`src/rtl/cpu_ctrl_pkg.sv`:
```
// Shared encodings for the multicycle MIPS controller and the datapath it steers.
// Latency: n/a (types and constants only).
// Backpressure: n/a.
// Contents: state enum, opcode constants, ALUOp/ALUSrcB/PCSource encodings,
//           the bundled control-word struct and the DECODE dispatch helper.
package cpu_ctrl_pkg;

  typedef enum logic [3:0] {
    ST_FETCH    = 4'd0,
    ST_DECODE   = 4'd1,
    ST_MEM_ADDR = 4'd2,
    ST_MEM_RD   = 4'd3,
    ST_MEM_WB   = 4'd4,
    ST_MEM_WR   = 4'd5,
    ST_EXEC     = 4'd6,
    ST_R_WB     = 4'd7,
    ST_BRANCH   = 4'd8,
    ST_ADDI_EX  = 4'd9,
    ST_ADDI_WB  = 4'd10,
    ST_JUMP     = 4'd11,
    ST_ERROR    = 4'd12
  } state_e;

  localparam logic [5:0] OP_RTYPE = 6'b000000;
  localparam logic [5:0] OP_LW    = 6'b100011;
  localparam logic [5:0] OP_SW    = 6'b101011;
  localparam logic [5:0] OP_BEQ   = 6'b000100;
  localparam logic [5:0] OP_BNE   = 6'b000101;
  localparam logic [5:0] OP_ADDI  = 6'b001000;
  localparam logic [5:0] OP_J     = 6'b000010;

  localparam logic [1:0] ALUOP_ADD   = 2'b00;
  localparam logic [1:0] ALUOP_SUB   = 2'b01;
  localparam logic [1:0] ALUOP_FUNCT = 2'b10;

  localparam logic [1:0] SRCB_REG     = 2'b00;
  localparam logic [1:0] SRCB_FOUR    = 2'b01;
  localparam logic [1:0] SRCB_IMM     = 2'b10;
  localparam logic [1:0] SRCB_IMM_SH2 = 2'b11;

  localparam logic [1:0] PCSRC_ALU    = 2'b00;
  localparam logic [1:0] PCSRC_ALUOUT = 2'b01;
  localparam logic [1:0] PCSRC_JUMP   = 2'b10;

  typedef struct packed {
    logic       pc_write;
    logic       pc_write_cond;
    logic       not_op;
    logic       i_or_d;
    logic       mem_read;
    logic       mem_write;
    logic       ir_write;
    logic       mem_to_reg;
    logic       reg_dst;
    logic       reg_write;
    logic       alu_src_a;
    logic [1:0] alu_src_b;
    logic [1:0] alu_op;
    logic [1:0] pc_source;
    logic       error;
  } ctrl_t;

  // Instruction-class dispatch out of DECODE; unknown opcodes trap.
  function automatic state_e decode_next(input logic [5:0] op);
    case (op)
      OP_LW, OP_SW:   decode_next = ST_MEM_ADDR;
      OP_RTYPE:       decode_next = ST_EXEC;
      OP_BEQ, OP_BNE: decode_next = ST_BRANCH;
      OP_ADDI:        decode_next = ST_ADDI_EX;
      OP_J:           decode_next = ST_JUMP;
      default:        decode_next = ST_ERROR;
    endcase
  endfunction

endpackage

```
`src/rtl/multicycle_control_if.sv`:
```
// Bundle between the multicycle controller and its datapath.
// Latency: n/a (wires only).
// Backpressure: mem_ready from memory stretches FETCH/MEM_RD/MEM_WR.
// master = controller (reads opcode/mem_ready, drives selects, enables, debug);
// slave  = datapath side (the reverse).
interface multicycle_control_if #(
  parameter int CNT_W = 32
);
  logic [5:0]       opcode;
  logic             mem_ready;
  logic             PCWrite;
  logic             PCWriteCond;
  logic             NotOp;
  logic             IorD;
  logic             MemRead;
  logic             MemWrite;
  logic             IRWrite;
  logic             MemToReg;
  logic             RegDst;
  logic             RegWrite;
  logic             ALUSrcA;
  logic [1:0]       ALUSrcB;
  logic [1:0]       ALUOp;
  logic [1:0]       PCSource;
  logic             error;
  logic [3:0]       state_dbg;
  logic [CNT_W-1:0] retired;

  modport master (
    input  opcode, mem_ready,
    output PCWrite, PCWriteCond, NotOp, IorD, MemRead, MemWrite, IRWrite,
           MemToReg, RegDst, RegWrite, ALUSrcA, ALUSrcB, ALUOp, PCSource,
           error, state_dbg, retired
  );

  modport slave (
    output opcode, mem_ready,
    input  PCWrite, PCWriteCond, NotOp, IorD, MemRead, MemWrite, IRWrite,
           MemToReg, RegDst, RegWrite, ALUSrcA, ALUSrcB, ALUOp, PCSource,
           error, state_dbg, retired
  );
endinterface

```
`src/rtl/multicycle_ctrl_out.sv`:
```
// Combinational state-to-control-word decoder for the multicycle controller.
// Latency: 0 cycles (pure combinational from state/opcode/mem_ready).
// Backpressure: mem_ready only gates IRWrite/PCWrite in FETCH.
// Ports: rst_n (forces all-zero word while low), state, opcode, mem_ready -> ctrl.
module multicycle_ctrl_out
  import cpu_ctrl_pkg::*;
(
  input  logic       rst_n,
  input  state_e     state,
  input  logic [5:0] opcode,
  input  logic       mem_ready,
  output ctrl_t      ctrl
);

  always_comb begin
    ctrl = '0;
    if (rst_n) begin
      case (state)
        ST_FETCH: begin
          ctrl.mem_read = 1'b1;
          // PC+4 runs through the ALU every fetch cycle, but IR/PC only load
          // on the cycle memory actually returns the word.
          ctrl.alu_src_b = SRCB_FOUR;
          ctrl.alu_op    = ALUOP_ADD;
          ctrl.pc_source = PCSRC_ALU;
          ctrl.ir_write  = mem_ready;
          ctrl.pc_write  = mem_ready;
        end
        ST_DECODE: begin
          ctrl.alu_src_b = SRCB_IMM_SH2;
          ctrl.alu_op    = ALUOP_ADD;
        end
        ST_MEM_ADDR, ST_ADDI_EX: begin
          ctrl.alu_src_a = 1'b1;
          ctrl.alu_src_b = SRCB_IMM;
          ctrl.alu_op    = ALUOP_ADD;
        end
        ST_MEM_RD: begin
          ctrl.mem_read = 1'b1;
          ctrl.i_or_d   = 1'b1;
        end
        ST_MEM_WB: begin
          ctrl.reg_write  = 1'b1;
          ctrl.mem_to_reg = 1'b1;
        end
        ST_MEM_WR: begin
          ctrl.mem_write = 1'b1;
          ctrl.i_or_d    = 1'b1;
        end
        ST_EXEC: begin
          ctrl.alu_src_a = 1'b1;
          ctrl.alu_src_b = SRCB_REG;
          ctrl.alu_op    = ALUOP_FUNCT;
        end
        ST_R_WB: begin
          ctrl.reg_write = 1'b1;
          ctrl.reg_dst   = 1'b1;
        end
        ST_BRANCH: begin
          ctrl.alu_src_a     = 1'b1;
          ctrl.alu_src_b     = SRCB_REG;
          ctrl.alu_op        = ALUOP_SUB;
          ctrl.pc_write_cond = 1'b1;
          ctrl.pc_source     = PCSRC_ALUOUT;
          ctrl.not_op        = (opcode == OP_BNE);
        end
        ST_ADDI_WB: begin
          ctrl.reg_write = 1'b1;
        end
        ST_JUMP: begin
          ctrl.pc_write  = 1'b1;
          ctrl.pc_source = PCSRC_JUMP;
        end
        ST_ERROR: begin
          ctrl.error = 1'b1;
        end
        default: ctrl = '0;
      endcase
    end
  end

endmodule

```
`src/rtl/multicycle_control.sv`:
```
// Multicycle MIPS controller: state register, next-state logic, retired counter.
// Latency: lw 5, sw/R/addi 4, beq/bne/j 3 cycles; +1 per mem_ready=0 cycle.
// Backpressure: FETCH, MEM_RD and MEM_WR hold with request asserted until mem_ready.
// Ports: clock, reset (sync, active-low), bus (master modport: opcode/mem_ready in,
//        datapath selects/enables, error, state_dbg, retired out).
module multicycle_control
  import cpu_ctrl_pkg::*;
#(
  parameter int CNT_W = 32
) (
  input  logic                 clock,
  input  logic                 reset,
  multicycle_control_if.master bus
);

  state_e           state_q, state_d;
  logic [CNT_W-1:0] retired_q, retired_d;
  logic             retire;
  ctrl_t            ctrl;

  always_comb begin
    state_d   = state_q;
    retire    = 1'b0;
    case (state_q)
      ST_FETCH:    if (bus.mem_ready) state_d = ST_DECODE;
      ST_DECODE:   state_d = decode_next(bus.opcode);
      ST_MEM_ADDR: state_d = (bus.opcode == OP_SW) ? ST_MEM_WR : ST_MEM_RD;
      ST_MEM_RD:   if (bus.mem_ready) state_d = ST_MEM_WB;
      ST_MEM_WR: begin
        if (bus.mem_ready) begin
          state_d = ST_FETCH;
          retire  = 1'b1;
        end
      end
      ST_EXEC:     state_d = ST_R_WB;
      ST_ADDI_EX:  state_d = ST_ADDI_WB;
      ST_MEM_WB, ST_R_WB, ST_BRANCH, ST_ADDI_WB, ST_JUMP: begin
        state_d = ST_FETCH;
        retire  = 1'b1;
      end
      ST_ERROR:    state_d = ST_ERROR;
      // Unused encodings are unreachable; trap rather than guess.
      default:     state_d = ST_ERROR;
    endcase
    retired_d = retire ? retired_q + CNT_W'(1) : retired_q;
  end

  always_ff @(posedge clock) begin
    if (!reset) begin
      state_q   <= ST_FETCH;
      retired_q <= '0;
    end else begin
      state_q   <= state_d;
      retired_q <= retired_d;
    end
  end

  multicycle_ctrl_out u_ctrl_out (
    .rst_n     (reset),
    .state     (state_q),
    .opcode    (bus.opcode),
    .mem_ready (bus.mem_ready),
    .ctrl      (ctrl)
  );

  assign bus.PCWrite     = ctrl.pc_write;
  assign bus.PCWriteCond = ctrl.pc_write_cond;
  assign bus.NotOp       = ctrl.not_op;
  assign bus.IorD        = ctrl.i_or_d;
  assign bus.MemRead     = ctrl.mem_read;
  assign bus.MemWrite    = ctrl.mem_write;
  assign bus.IRWrite     = ctrl.ir_write;
  assign bus.MemToReg    = ctrl.mem_to_reg;
  assign bus.RegDst      = ctrl.reg_dst;
  assign bus.RegWrite    = ctrl.reg_write;
  assign bus.ALUSrcA     = ctrl.alu_src_a;
  assign bus.ALUSrcB     = ctrl.alu_src_b;
  assign bus.ALUOp       = ctrl.alu_op;
  assign bus.PCSource    = ctrl.pc_source;
  assign bus.error       = ctrl.error;

  // Debug/count outputs read as reset values while reset is held, even before
  // the first clock edge has cleared the registers.
  assign bus.state_dbg = reset ? state_q : ST_FETCH;
  assign bus.retired   = reset ? retired_q : '0;

endmodule

```
`src/flat_wrapper.sv`:
```
// flat-port wrapper written by rule: the top's interface ports become plain ports
module multicycle_control_flat import cpu_ctrl_pkg::*;
#(
  parameter int CNT_W = 32
)
  (clock, reset, bus_opcode, bus_mem_ready, bus_PCWrite, bus_PCWriteCond, bus_NotOp, bus_IorD, bus_MemRead, bus_MemWrite, bus_IRWrite, bus_MemToReg, bus_RegDst, bus_RegWrite, bus_ALUSrcA, bus_ALUSrcB, bus_ALUOp, bus_PCSource, bus_error, bus_state_dbg, bus_retired);
  multicycle_control_if #(.CNT_W(CNT_W)) bus_i ();
  input  logic clock;
  input  logic reset;
  input wire logic [$bits(bus_i.opcode)-1:0] bus_opcode;
  input wire logic [$bits(bus_i.mem_ready)-1:0] bus_mem_ready;
  output wire logic [$bits(bus_i.PCWrite)-1:0] bus_PCWrite;
  output wire logic [$bits(bus_i.PCWriteCond)-1:0] bus_PCWriteCond;
  output wire logic [$bits(bus_i.NotOp)-1:0] bus_NotOp;
  output wire logic [$bits(bus_i.IorD)-1:0] bus_IorD;
  output wire logic [$bits(bus_i.MemRead)-1:0] bus_MemRead;
  output wire logic [$bits(bus_i.MemWrite)-1:0] bus_MemWrite;
  output wire logic [$bits(bus_i.IRWrite)-1:0] bus_IRWrite;
  output wire logic [$bits(bus_i.MemToReg)-1:0] bus_MemToReg;
  output wire logic [$bits(bus_i.RegDst)-1:0] bus_RegDst;
  output wire logic [$bits(bus_i.RegWrite)-1:0] bus_RegWrite;
  output wire logic [$bits(bus_i.ALUSrcA)-1:0] bus_ALUSrcA;
  output wire logic [$bits(bus_i.ALUSrcB)-1:0] bus_ALUSrcB;
  output wire logic [$bits(bus_i.ALUOp)-1:0] bus_ALUOp;
  output wire logic [$bits(bus_i.PCSource)-1:0] bus_PCSource;
  output wire logic [$bits(bus_i.error)-1:0] bus_error;
  output wire logic [$bits(bus_i.state_dbg)-1:0] bus_state_dbg;
  output wire logic [$bits(bus_i.retired)-1:0] bus_retired;
  assign bus_i.opcode = bus_opcode;
  assign bus_i.mem_ready = bus_mem_ready;
  assign bus_PCWrite = bus_i.PCWrite;
  assign bus_PCWriteCond = bus_i.PCWriteCond;
  assign bus_NotOp = bus_i.NotOp;
  assign bus_IorD = bus_i.IorD;
  assign bus_MemRead = bus_i.MemRead;
  assign bus_MemWrite = bus_i.MemWrite;
  assign bus_IRWrite = bus_i.IRWrite;
  assign bus_MemToReg = bus_i.MemToReg;
  assign bus_RegDst = bus_i.RegDst;
  assign bus_RegWrite = bus_i.RegWrite;
  assign bus_ALUSrcA = bus_i.ALUSrcA;
  assign bus_ALUSrcB = bus_i.ALUSrcB;
  assign bus_ALUOp = bus_i.ALUOp;
  assign bus_PCSource = bus_i.PCSource;
  assign bus_error = bus_i.error;
  assign bus_state_dbg = bus_i.state_dbg;
  assign bus_retired = bus_i.retired;
  multicycle_control #(.CNT_W(CNT_W)) u_core (.clock(clock), .reset(reset), .bus(bus_i));
endmodule
```
`config.mk`:
```
export PLATFORM = sky130hd
export DESIGN_NAME = multicycle_control_flat
export DESIGN_NICKNAME = d
export VERILOG_FILES = /design/src/rtl/cpu_ctrl_pkg.sv /design/src/rtl/multicycle_control_if.sv /design/src/rtl/multicycle_ctrl_out.sv /design/src/rtl/multicycle_control.sv /design/src/flat_wrapper.sv
export SDC_FILE = /design/constraint.sdc
export NUM_CORES = 1
export LEC_CHECK = 0
export ABC_AREA = 1
export CAP_MARGIN = 20
export CORE_MARGIN = 4
export CORE_UTILIZATION = 25
export DETAILED_ROUTE_END_ITERATION = 7
export HOLD_SLACK_MARGIN = 0.03
export REMOVE_ABC_BUFFERS = 1
export SLEW_MARGIN = 20
export SYNTH_ARGS = -nofsm -noshare
export SYNTH_HDL_FRONTEND = slang
export SYNTH_SLANG_ARGS = --single-unit
```
`constraint.sdc`:
```
create_clock -name clock -period 1.45 [get_ports clock]
set_input_delay 0.145 -clock clock [delete_from_list [all_inputs] [get_ports clock]]
set_output_delay 0.145 -clock clock [all_outputs]
set_load 0.01 [all_outputs]
```
## Word-level counts from Yosys, hierarchy flattened

Index checks and enable logic that the tools add are counted.

- $add $sub $neg: 1
- Equal/unequal tests: 21
- Multiplexer cells: 24
- Reduce and logical (&&, ||, !) cells: 11

Operator list:

| kind | count |
|---|---|
| $pmux W4 S5 | 2 |
| $add A32 B1 Y32 const B | 1 |
| $mux W32 | 1 |
| $pmux W4 S8 | 1 |
| $eq A4 B4 Y1 const B | 5 |
| $mux W18 | 1 |
| $eq A4 B3 Y1 const B | 4 |
| $mux W4 | 4 |
| $eq A6 B3 Y1 const B | 2 |
| $eq A6 B6 Y1 const B | 2 |
| $mux W1 | 10 |
| $reduce_or A2 Y1 | 5 |
| $eq A4 B2 Y1 const B | 2 |
| $eq A6 B2 Y1 const B | 1 |
| $eq A6 B4 Y1 const B | 1 |
| $logic_not A6 Y1 | 1 |
| $ne A2 B2 Y1 const B | 3 |
| $reduce_or A5 Y1 | 1 |
| $eq A4 B1 Y1 const B | 1 |
| $logic_not A4 Y1 | 1 |
| $pmux W1 S2 | 2 |
| $pmux W2 S2 | 1 |
| $reduce_or A4 Y1 | 1 |
| $mux W3 | 1 |
| 3 further kinds | 3 |

- Flip-flop bits (word level): 36
- Input port bits: 9
- Logic and storage cells: 59

## Logic depth before layout (Yosys ltp)

- Depth after elaboration: 4
- Gate-level depth with buffers: 11

## By module

From an unflattened synthesis, not the netlist that was laid out.

- Cell total of the unflattened synthesis: 544
- Area, all modules: 2957.8 µm²

By module, submodules not included:

| module | instances | cells each | area an instance (µm²) |
|---|---|---|---|
| multicycle_control | 1 | 491 | 2711.4 |
| multicycle_ctrl_out | 1 | 53 | 246.5 |

## Worst setup path before layout

OpenSTA, ideal clock, no wires.

- Path type: register to register
- Start point: register u_core.retired_q[0]
- End point: register u_core.retired_q[18]
- Setup time: 0.128 ns
- Arrival time: 1.353 ns
- Slack: -0.031 ns
- Cell stages (with the launch flop): 11
- Path through: dfxtp_1 -> ha_1 -> inv_1 -> nor2_1 -> nand2_1 -> nor2_1 -> nand2_1 -> nor2_1 -> nand2_1 -> nand2_1 -> nor2_1

- Word-level cells in the longest chain between the ends: 1

Ends and longest elaborated chain:

| item | RTL line | RTL |
|---|---|---|
| start: declaration | multicycle_control.sv:17 | `logic [CNT_W-1:0] retired_q, retired_d;` |
| start signal: assignment | multicycle_control.sv:54 | `retired_q <= retired_d;` |
| $add A32 B1 Y32 | multicycle_control.sv:45 | `retired_d = retire ? retired_q + CNT_W'(1) : retired_q;` |

Every way passes these cells.
A chain may end at the register's enable or synchronous reset.

## Final worst setup path

- Start point: register u_core.state_q[1]
- End point: register u_core.retired_q[14]

- Word-level cells in the longest chain between the ends: 3
- Elaborated cells on any way between the ends: 8
- Those cells by class: eq/ne (6); mux (1); reduce/logical (1)

Ends and longest elaborated chain:

| item | RTL line | RTL |
|---|---|---|
| start: declaration | multicycle_control.sv:16 | `state_e state_q, state_d;` |
| start signal: assignment | multicycle_control.sv:53 | `state_q <= state_d;` |
| $eq A4 B3 Y1 / $eq A4 B4 Y1 (equally long branches) | multicycle_control.sv:24 | `case (state_q)` |
| $reduce_or A5 Y1 | multicycle_control.sv:24 |  |
| $pmux W1 S2 (*) | multicycle_control.sv:24 |  |

Mark *: on every way between the ends. The rest lies on a longest branch, timed or not.

==> summary.txt <==
Pwr
  • Worst vdd ir: around 0.0006 V
  • Leakage: approximately 2.4 nW
  • PwrDens: 1130 nW/um^2

CTS
  • Maximum clock path buffer count: 2
  • CTS root buffer: clkbuf_8
  • Clk slew on worst S/H paths: 0.08 ns
  • Sink Count: 36
  • CTS tree: built
  • Latest clock arrival within the worst-skew pair: 0.29 ns
  • CTS Buf Count: 5
  • Hold buffer count at CTS: 0
  • H-tree depth: 2

Logic synthesis
  • Mapped Area: 2780 um^2
  • Top cell type's share of synthesized area: 0.283
  • Synthesized area per cell: 5.28 um^2
  • Number of flops mapped to enable cells by yosys: 0
  • Sequential share of the synthesized area: 0.260
  • Synth Warn #: 0
  • Top_reg_cell synth: dfxtp_1
  • Synth area leader: nand2_1
  • Post-synthesis register bit count: 36
  • Synth area leaders: nand2_1 28%, dfxtp_1 26%, nor2_1 12%
  • Async SR Flop Fraction: 0
  • Distinct cells, synth: 23
  • Cells after synthesis: 526

Hold path
  • Hold Crit Class: input port to register
  • Hold path endpoint: u_core.retired_q[0]
  • Hold wc startpoint: reset
  • WHS Path Cells: 4

Die
  • Initial core utilization: 0.256
  • DIE AREA: 12900 um^2
  • Placeable core area: 10800 um^2
  • Die height: 113 um
  • FP Rows: 38
  • Horiz. Die Dim: 113 um
  • Io pins: 63

Finish
  • Layout cell share with drive strength beyond 1: 0.351
  • Commonest non-fill, non-tap cells in the layout: 180 x nand2_1, 73 x inv_1, 69 x nor2_1, 68 x buf_4, 29 x dlygate4sd2_1
  • Most common cell after layout, fill and taps aside: nand2_1
  • Nets: 678
  • Area of the multi-input gates: slightly below 2000 um^2
  • Synthesis-to-layout area growth: 71.2%
  • FILL cells: approximately 1.2k
  • Non-filler cells, final: roughly 810
  • Diode count: 0
  • Sequential cell area: 798 um^2

Critical path
  • Worst R2R End: u_core.retired_q[14]
  • WP data required: 1.67 ns
  • Crit path DAT: 1.79 ns
  • Worst path most repeated cell: nand2_4
  • Reg2Reg Launch Point: u_core.state_q[1]
  • Worst path depth: 10
  • CP delay by family, top: buffers and inverters
  • Worst path max stage delay: 0.38 ns
  • Critical path type: register to register
  • R2R cell count: 10
  • Critical path buffer and inverter count: 4
  • Crit-path slowest cell: dfxtp_4
  • Startpoint Class: register
  • Critical Path End Type: register
  • Crit Path Max Fanout: 8
  • Reg-to-reg slack, setup: -0.13 ns
  • Critical Path, Cell by Cell: inv_4 > nand2_4 > nor2_4 > buf_6 > nand2_4 > nand3_4 > buf_8 > clkbuf_16 > nand2_1 > a21oi_1

Global routing
  • Total track usage: 0.150
  • Vias in the first global route: 3621
  • Antenna violations before repair: 0
  • Gr ovfl total: 0
  • First-pass GRT wire length: 16000 um
  • Largest net degree at the start of global routing: 27

Detailed routing
  • DRT Wirelength: 9860 um
  • Vias/cell: 4.47
  • Antenna Nets Post-Route: 0
  • DRC: 0
  • Routed via count: 3616
  • Initial drt markers: about 180
  • Router iterations before antenna repair: 5
  • Drt wl/cell: 12.2 um

STA
  • RSZ-0062 raised after global routing: true
  • Worst rel slew slack: 0.802
  • Final period util: 1.09
  • Setup violations, final: 41
  • Final min period: roughly 1.6 ns
  • Worst slew pin tran: 0.297 ns
  • Max-slew violation count: 0
  • Hold WS: about 0.33 ns
  • Clk_skew: 0.0116 ns
  • Final setup margin: -0.126 ns
  • Hold Vio Cnt, Final: 0
  • FMAX: 634 MHz

Placed design
  • # port buffers: between 60 and 70
  • HPWL after detailed placement: 7320 um
  • Global placement routability congestion: a little under 0.9
  • Placed cell count: 783

Status
  • Status: finished with violations
  • Failing checks: setup timing

Run
  • Max-cap violations: 0
==> metrics by stage <==
step	util	worst slack (ns)	setup TNS [ns]	cell area [um^2]	power [W]
3_3_place_gp	0.372	-0.224	-5.52	4030	0.00292
4_1_cts	0.406	-0.163	-3.76	4400	0.00474
5_1_grt	0.438	-0.236	-7.17	4750	0.00564
6_report	0.438	-0.126	-2.87	4750	0.00535
3_5_place_dp	0.372	-0.224	-6.61	4030	0.00292
2_1_floorplan	-	-0.135	-1.93	2700	0.00188
==> layer usage <==
layer / vias to the layer above / GRT usage / share of wire
met5: - / 0 / 0
met3: 14 / 0.0281 / 0.049
li1: 1874 / - / -
met2: 93 / 0.276 / 0.51
met1: 1635 / 0.176 / 0.43
met4: 0 / 0.0441 / 0.011
==> worst min-delay path: cells and delay by family <==
kind / cells / cell delay [ns]
buf+inv: 2 / 0.34
compound gates: 2 / 0.11
==> power by group <==
part,total (W),switching (W),leakage (nW),internal [W]
Clock,0.00125,0.000391,0.0784,0.000861
Sequential,0.00115,0.0000996,0.312,0.00105
Combinational,0.00295,0.00151,2.03,0.00144
Total,0.00535,0.00200,2.42,0.00335
==> registers in the layout, summed over array words and instances, names as in the netlist <==
register and flops:
u_core.state_q 4, u_core.retired_q 32
==> cell type report <==
type / instances / area share
clock inverter: 3 / 0.0190
sequential: 36 / 0.168
multi-input combinational: 394 / 0.417
inverter: 80 / 0.0658
tap: 140 / 0.0369
timing repair inverter: 3 / 0.00764
timing repair buffer: 148 / 0.271
clock buffer: 5 / 0.0145
==> synthesized netlist by cell type (3+ instances only) <==
| cell type | n |
|---|---|
| a21oi_1 | 32 |
| buf_2 | 3 |
| clkbuf_1 | 10 |
| dfxtp_1 | 36 |
| inv_1 | 77 |
| inv_2 | 3 |
| nand2_1 | 209 |
| nand3_1 | 25 |
| nand4_1 | 5 |
| nor2_1 | 90 |
| nor3_1 | 4 |
| o21ai_0 | 10 |
| o21bai_1 | 3 |
| xnor2_1 | 3 |
| xor2_1 | 5 |
==> logic make-up after synthesis <==
kind of cell	share of synthesized area
compound gates	0.0883
flops	0.260
xor+xnor	0.0252
simple gates	0.486
fa+ha+maj	0.00451
buf+inv	0.137
==> timing repair <==
| action | CTS | global route |
|---|---|---|
| endpoints found under the setup margin | 89 | 60 |
| resized for setup | 187 | 95 |
| gates cloned | 3 | 2 |
| pin swaps | 7 | 27 |
| setup buffers | 7 | 8 |
==> worst max path at each step <==
stage	startpoint	end	slack [ns]
6_report	u_core.state_q[1]	u_core.retired_q[14]	-0.13
5_1_grt	u_core.state_q[1]	u_core.retired_q[18]	-0.24
4_1_cts	u_core.state_q[2]	bus_state_dbg[2]	-0.16
3_5_place_dp	u_core.state_q[2]	bus_RegWrite	-0.22
3_3_place_gp	u_core.state_q[3]	bus_RegWrite	-0.22
2_1_floorplan	u_core.state_q[3]	u_core.retired_q[19]	-0.14
Note: power is estimated with default switching activity, not from simulation.
==> variant, RTL diff (same settings) <==
Make the reset (`reset`) asynchronous in one clocked block.
--- a/src/rtl/multicycle_control.sv
+++ b/src/rtl/multicycle_control.sv
@@ -46,5 +46,5 @@
   end
 
-  always_ff @(posedge clock) begin
+  always_ff @(posedge clock or negedge reset) begin
     if (!reset) begin
       state_q   <= ST_FETCH;
Function: no difference found for any inputs over 10 cycles, from zero or initial values and one cycle with reset low; that may be too few to reach the edited logic, so the function may still have changed.
==> variant against the original RTL <==
The flow still finishes with violations (setup timing); maximum frequency shrank 7.1%; wire length shrank 2.1%; synthesized area is 3.6% higher; final cell count decreased by 2.2%; critical path depth up 2; sequential cell count unchanged; sequential share of layout area up 1.7 points; final area is 3.6% higher; die area grew 3.3%; setup slack lost 0.12 ns; highest routed layer unchanged.
Power is not compared: it rests on default switching activity, and its combinational part moved more than twofold at a synthesized area within 25%.
==> variant: results (changes against the original RTL) <==
metric,value,unit,change
drt total wl,9650,um,-2.1%
arrival time worst endpoint,1.86,ns,+0.07 ns
post-CTS setup buffers,30,,+23
post-DR vias/cell,4.33,,-3.2%
vias in the first global route,3529,,-2.5%
FILL cells,1145,,-0.78%
number of distinct library cells after synthesis,31,,+35%
largest net degree at the start of global routing,24,,-11%
Final Skew,0.00465,ns,-0.00691 ns
worst hold slack,0.0948,ns,-0.235 ns
CP max stage cell,dfrtp_1,,
setup TNS,-8.17,ns,-5.30 ns
Placed Cells incl. Taps,748,,-4.5%
"Hold-fix buffers, CTS",2,,+2
status,"finished, violations left",,
wire length on met2,4780,um,-5.3%
DRT iter0 DRCs,175,,-1.1%
HPWL after DPL,7020,um,-4.1%
failing checks,setup timing,,
Util after Layout,44.6,%,+0.81 points
met1 GRT Util,19.5,%,+1.9 points
routed via count,3424,,-5.3%
post-cts resize count,160,,-14%
FF-to-FF Start,u_core.state_q[0],,
register area share after synthesis,31.3,%,+5.4 points
Final nets,663,,-2.2%
post-place setup slack,-0.366,ns,-0.142 ns
"Clk pin slew, worst setup/hold paths",0.05,ns,-0.03 ns
share of cells above drive strength 1,34.4,%,-0.72 points
Post-synth top cells,"nand2_1, nor2_1, inv_1",,
endpoints failing setup,51,,+24%
WL met1,4410,um,+4.5%
WL met3,337,um,-30%
first-pass GRT wire length,16200,um,+0.90%
RD Place Congestion,0.899,,+1.9%
Final WS setup,-0.247,ns,-0.120 ns
FF-to-FF path depth,12,,+2
variant: cell types whose count changed in the layout (fill, tap and decap cells not counted), moves of 10 or more:
cell / before / now
xnor2_1: 3 / 15
dfrtp_1: 0 / 27
nand3_1: 23 / 13
dfxtp_2: 20 / 0
a21oi_1: 16 / 4
a21oi_2: 15 / 3
buf_4: 68 / 99
inv_1: 73 / 58
dfxtp_4: 14 / 0
variant: area by class of cell:
class | instances | share of cell area, %
multi-input combinational | 362 | 37.7
timing repair buffer | 182 | 32.5
sequential | 36 | 18.5
inverter | 66 | 5.21
tap | 140 | 3.56
clock buffer | 5 | 2.54
variant: cell families (layout without fill, tap and decap cells):
group	after synthesis	count (layout)	synth area share (%)
XOR/XNOR	19	19	6.05
AND/OR/NAND/NOR	318	318	45.0
buffers and inverters	78	253	12.0
flip-flops	36	36	31.3
AO/OA/AOI/OAI	24	24	5.18
adder cells (fa/ha/maj)	1	1	0.435
